## src/rtl/router_pkt_tx.sv

```systemverilog
// Packet transmitter for the router input port: buffers payload bytes, then sends
// header, payload and an even-XOR parity byte with backpressure via busy.
module router_pkt_tx #(
  parameter int MAX_LEN = 63
) (
  input  logic       clk,
  input  logic       rstn,
  input  logic       wr_en,
  input  logic [7:0] wr_data,
  input  logic       start,
  input  logic [1:0] dest_addr,
  input  logic [5:0] payload_len,
  input  logic       inject_err,
  input  logic       busy,
  output logic [7:0] data_out,
  output logic       pkt_valid,
  output logic       tx_ready,
  output logic       tx_done,
  output logic       tx_err
);

  localparam logic [1:0] IDLE    = 2'd0;
  localparam logic [1:0] HEADER  = 2'd1;
  localparam logic [1:0] PAYLOAD = 2'd2;
  localparam logic [1:0] PARITY  = 2'd3;

  localparam logic [5:0] MAX_LEN_C = 6'(MAX_LEN);

  logic [1:0] state;
  logic [5:0] wr_count;
  logic [5:0] rd_idx;
  logic [5:0] len_q;
  logic       inj_q;
  logic [7:0] parity;
  logic [7:0] buf_mem [MAX_LEN];

  logic       start_bad;
  logic       buf_wr;
  logic [7:0] parity_next;

  // A start in the same cycle as a write blocks the write, so the length check
  // always sees the pre-write count.
  assign start_bad   = (payload_len == 6'd0) || (dest_addr == 2'd3) || (payload_len != wr_count);
  assign buf_wr      = (state == IDLE) && wr_en && !start && (wr_count < MAX_LEN_C);
  assign parity_next = parity ^ data_out;
  assign tx_ready    = (state == IDLE);

  always_ff @(posedge clk) begin
    if (rstn && buf_wr) begin
      buf_mem[wr_count] <= wr_data;
    end
  end

  always_ff @(posedge clk or negedge rstn) begin
    if (!rstn) begin
      state     <= IDLE;
      data_out  <= 8'h00;
      pkt_valid <= 1'b0;
      tx_done   <= 1'b0;
      tx_err    <= 1'b0;
      wr_count  <= 6'd0;
      rd_idx    <= 6'd0;
      parity    <= 8'h00;
      len_q     <= 6'd0;
      inj_q     <= 1'b0;
    end else begin
      tx_done <= 1'b0;
      tx_err  <= 1'b0;
      case (state)
        IDLE: begin
          if (start) begin
            if (start_bad) begin
              tx_err <= 1'b1;
            end else begin
              len_q     <= payload_len;
              inj_q     <= inject_err;
              data_out  <= {payload_len, dest_addr};
              parity    <= {payload_len, dest_addr};
              pkt_valid <= 1'b1;
              state     <= HEADER;
            end
          end else if (buf_wr) begin
            wr_count <= wr_count + 6'd1;
          end
        end
        HEADER: begin
          if (!busy) begin
            data_out <= buf_mem[0];
            rd_idx   <= 6'd0;
            state    <= PAYLOAD;
          end
        end
        PAYLOAD: begin
          if (!busy) begin
            parity <= parity_next;
            if (rd_idx < len_q - 6'd1) begin
              rd_idx   <= rd_idx + 6'd1;
              data_out <= buf_mem[rd_idx + 6'd1];
            end else begin
              pkt_valid <= 1'b0;
              data_out  <= inj_q ? ~parity_next : parity_next;
              state     <= PARITY;
            end
          end
        end
        PARITY: begin
          if (!busy) begin
            data_out <= 8'h00;
            tx_done  <= 1'b1;
            wr_count <= 6'd0;
            state    <= IDLE;
          end
        end
        default: state <= IDLE;
      endcase
    end
  end

endmodule

```

## config.mk

```make
export PLATFORM = sky130hd
export DESIGN_NAME = router_pkt_tx
export DESIGN_NICKNAME = d
export VERILOG_FILES = /design/src/rtl/router_pkt_tx.sv
export SDC_FILE = /design/constraint.sdc
export NUM_CORES = 1
export LEC_CHECK = 0
export ABC_AREA = 1
export ABC_CLOCK_PERIOD_IN_PS = 2750
export BUFFER_PORTS_ARGS = -buffer_cell sky130_fd_sc_hd__buf_4
export CAP_MARGIN = 25
export CORE_MARGIN = 10
export CORE_UTILIZATION = 63
export DETAILED_ROUTE_END_ITERATION = 6
export PLACE_DENSITY = 0.83
export SLEW_MARGIN = 30
export SYNTH_ARGS = -nofsm -noshare
export SYNTH_HDL_FRONTEND = slang
export SYNTH_SLANG_ARGS = --single-unit
```

## constraint.sdc

```tcl
create_clock -name clk -period 2.75 [get_ports clk]
set_input_delay 0.275 -clock clk [delete_from_list [all_inputs] [get_ports clk]]
set_output_delay 0.275 -clock clk [all_outputs]
set_load 0.1 [all_outputs]
```

==> metrics.txt <==
maximum root-to-sink buffer count 3; Root Driver sky130_fd_sc_hd__clkbuf_16; vertical die dimension 211 um; number of CTS-inserted buffers between 50 and 60; wire length of the first global-routing pass 91900 um; number of flops mapped to enable cells by yosys 504; most instantiated library cell after synthesis sky130_fd_sc_hd__nand2_1; post-detailed-routing wire length around 60000 um; GP Congestion roughly 0.94; IO Pins 34; wire length on met3 around 5700 um; worst-skew pair later-pin latency ~0.59 ns; post-placement cell count approximately 2500; largest net degree at the start of global routing between 100 and 150; via total after detailed routing roughly 16000; M1 wire length approximately 22000 um; area of the core around 36000 um^2; drt pass-1 iters 6; part of the cycle the worst path needs 94.2%; outcome finished clean; worst-case headroom to the max-slew limit 43.8%; fraction of final layout cells sized beyond drive strength 1 between 10% and 20%; most instantiated flip-flop cell in the synthesis netlist sky130_fd_sc_hd__edfxtp_1; average wire length per cell after detail routing 22.6 um; DRC violation total after the first TritonRoute iteration between 2000 and 2500; hold crit path type primary input to flop; area share of the leading cell type in the synthesized netlist 65.8%; count of placed standard cells in the final layout, fillers left out 2639; global route total overflow 0; flip-flop and latch count after synthesis 544; Clock Sink Count approximately 540; worst vdd ir approximately 960 uV; Die Width about 210 um; Clock H-tree levels 2; type of the worst setup path flop to flop; distinct cell type count after synthesis 32; Hold Slack between 0.015 and 0.02 ns; die area approximately 45000 um^2; Setup Total Neg Slack 0 ns; number of antenna violations at the first check in global routing 0; hold violation count in the final report 0; most frequent cells after synthesis sky130_fd_sc_hd__nand2_1, sky130_fd_sc_hd__edfxtp_1, sky130_fd_sc_hd__nand3_1, sky130_fd_sc_hd__nor2_1, sky130_fd_sc_hd__buf_2; total track usage a little over a quarter; Met2 Wirelength 29700 um; Pwr Density about 1100 nW/um^2; Clock transition at path regs about 0.060 ns; upper clock frequency limit approximately 390 MHz; summed instance area of the synthesized netlist between 20000 and 25000 um^2; Initial Util between 60% and 70%; Critical Path Start Type flop; number of nets in the final layout 2168; required time of the critical path roughly 3.2 ns; Port Buf Inserts 33; number of max-cap violations 0; via density per instance around 6.2; post-detailed-route count of antenna-violating nets 0; Yosys warnings 0; leakage power a little under 0.01 uW; count of standard-cell rows 69; dominant cell type by area after synthesis sky130_fd_sc_hd__edfxtp_1; Critical Path Sink Type flop; fin crit period approximately 2.6 ns; setup repair after global routing missed its margin false; cell count after synthesis around 2100; largest fanout on the critical path 100; final setup skew roughly 0.014 ns; register area share after synthesis 70.2%; final standard cell utilization of the core between 70% and 80%; TritonCTS clock tree done; crit path DAT about 3.1 ns; synthesis-to-finish area growth 12.7%; async set or reset register ratio after synthesis about 7.4%; uppermost routed layer met4; count of final max-slew check failures 0; top post-synthesis cells by area sky130_fd_sc_hd__edfxtp_1, sky130_fd_sc_hd__nand3_1, sky130_fd_sc_hd__nand2_1; net count after synthesis roughly 2100; syn avg cell area ~11 um^2; Final HPWL DP around 35000 um; # DRC 0; final setup violation count 0; vias in the first global route about 16000; slew at the pin with the worst max-slew slack 0.843 ns
[where the power goes]
group          switching (uW)  internal [uW]  leakage (uW)
logic                    8620           3430       0.00385
registers                 339           9290       0.00504
clock network            3020           4240      0.000856
total                   12000          17000       0.00974
[critical path: stages (launching register included)]
cell	delay (ns)
sky130_fd_sc_hd__dfrtp_4	0.56
sky130_fd_sc_hd__ha_4	0.33
sky130_fd_sc_hd__buf_12	0.39
sky130_fd_sc_hd__nand3_1	0.21
sky130_fd_sc_hd__nand3_1	0.16
sky130_fd_sc_hd__nand3_1	0.08
sky130_fd_sc_hd__nand3_1	0.16
sky130_fd_sc_hd__nand3_1	0.18
sky130_fd_sc_hd__nand3_1	0.16
sky130_fd_sc_hd__nand3_1	0.09
sky130_fd_sc_hd__nand2_1	0.07
sky130_fd_sc_hd__nand2_1	0.04
[stage by stage]
step	cell area (um^2)	total power, uW	setup WS, ns
floorplan	23000	18000	0.0347
global placement	24100	21100	0.291
detailed placement	24100	21500	0.204
CTS	25900	28700	0.179
global route	25900	30300	0.00818
finish	25900	28900	0.158
[logic make-up after synthesis]
family / share of synthesized area, %
AOI/OAI and AO/OA: 2.08
buffers and inverters: 3.29
xor gates and xnor gates: 0.811
and+or+nand+nor: 23.0
adders and majority gates: 0.653
DFF: 70.2
[layout make-up]
cell class	count	area, um^2
well taps	461	577
flip-flops and latches	544	16100
clock buffers	72	1480
repair buffers	137	1140
fillers	2257	9900
clock inverters	26	260
diodes	1	2.50
multi-input cells	1347	6130
inverters	51	198
[timing repair]
action / 4_1_cts / 5_1_grt
gates resized for setup: 0 / 2
hold buffers: 4 / 0
setup buffers: 0 / 0
endpoints found under the setup margin: 0 / 11
hold endpoints to repair: 43 / 0
[flip-flops by register name, indices dropped and copies added, names as in the netlist]
register / cells
buf_mem: 504
data_out: 8
parity: 8
len_q: 6
rd_idx: 6
wr_count: 6
state: 2
inj_q: 1
pkt_valid: 1
tx_done: 1
tx_err: 1
[layout by cell type, fill, tap and decap left out, types with 2 or more instances in the layout]
master,count
sky130_fd_sc_hd__a211oi_1,2
sky130_fd_sc_hd__a21oi_1,26
sky130_fd_sc_hd__buf_12,8
sky130_fd_sc_hd__buf_4,125
sky130_fd_sc_hd__bufinv_16,5
sky130_fd_sc_hd__clkbuf_1,13
sky130_fd_sc_hd__clkbuf_16,55
sky130_fd_sc_hd__clkbuf_8,4
sky130_fd_sc_hd__clkinv_1,7
sky130_fd_sc_hd__clkinv_2,11
sky130_fd_sc_hd__dfrtp_1,39
sky130_fd_sc_hd__dlygate4sd3_1,4
sky130_fd_sc_hd__edfxtp_1,504
sky130_fd_sc_hd__ha_1,10
sky130_fd_sc_hd__inv_1,43
sky130_fd_sc_hd__inv_2,6
sky130_fd_sc_hd__inv_6,3
sky130_fd_sc_hd__nand2_1,628
sky130_fd_sc_hd__nand2_2,6
sky130_fd_sc_hd__nand3_1,481
sky130_fd_sc_hd__nand4_1,3
sky130_fd_sc_hd__nor2_1,95
sky130_fd_sc_hd__nor2_2,2
sky130_fd_sc_hd__nor3_1,4
sky130_fd_sc_hd__o21a_1,3
sky130_fd_sc_hd__o21ai_0,31
sky130_fd_sc_hd__o21ai_1,20
sky130_fd_sc_hd__o22ai_1,5
sky130_fd_sc_hd__or2_2,5
sky130_fd_sc_hd__xnor2_1,9
sky130_fd_sc_hd__xor2_1,6
sky130_fd_sc_hd__xor2_4,2
[metal layers]
layer	up-vias	GRT usage, %
met2	1038	45.1
li1	7349	-
met1	7903	32.8
met3	200	5.04
met5	-	0
met4	0	12.5
[final timing paths]
path / from / end / slack [ns] / depth (start not counted)
min in group asynchronous: rstn / wr_count[2]$_DFFE_PN0P_ / 0.03 / 2
max in group asynchronous: rstn / rd_idx[0]$_DFFE_PN0P_ / 1.99 / 3
hold / removal: dest_addr[1] / parity[1]$_DFFE_PN0P_ / 0.02 / 3
setup reg to reg: rd_idx[0]$_DFFE_PN0P_ / data_out[4]$_DFFE_PN0P_ / 0.16 / 11
hold reg to reg: parity[1]$_DFFE_PN0P_ / parity[1]$_DFFE_PN0P_ / 0.52 / 2
setup / recovery: rd_idx[0]$_DFFE_PN0P_ / data_out[4]$_DFFE_PN0P_ / 0.16 / 11
(Power assumes the default switching activity.)
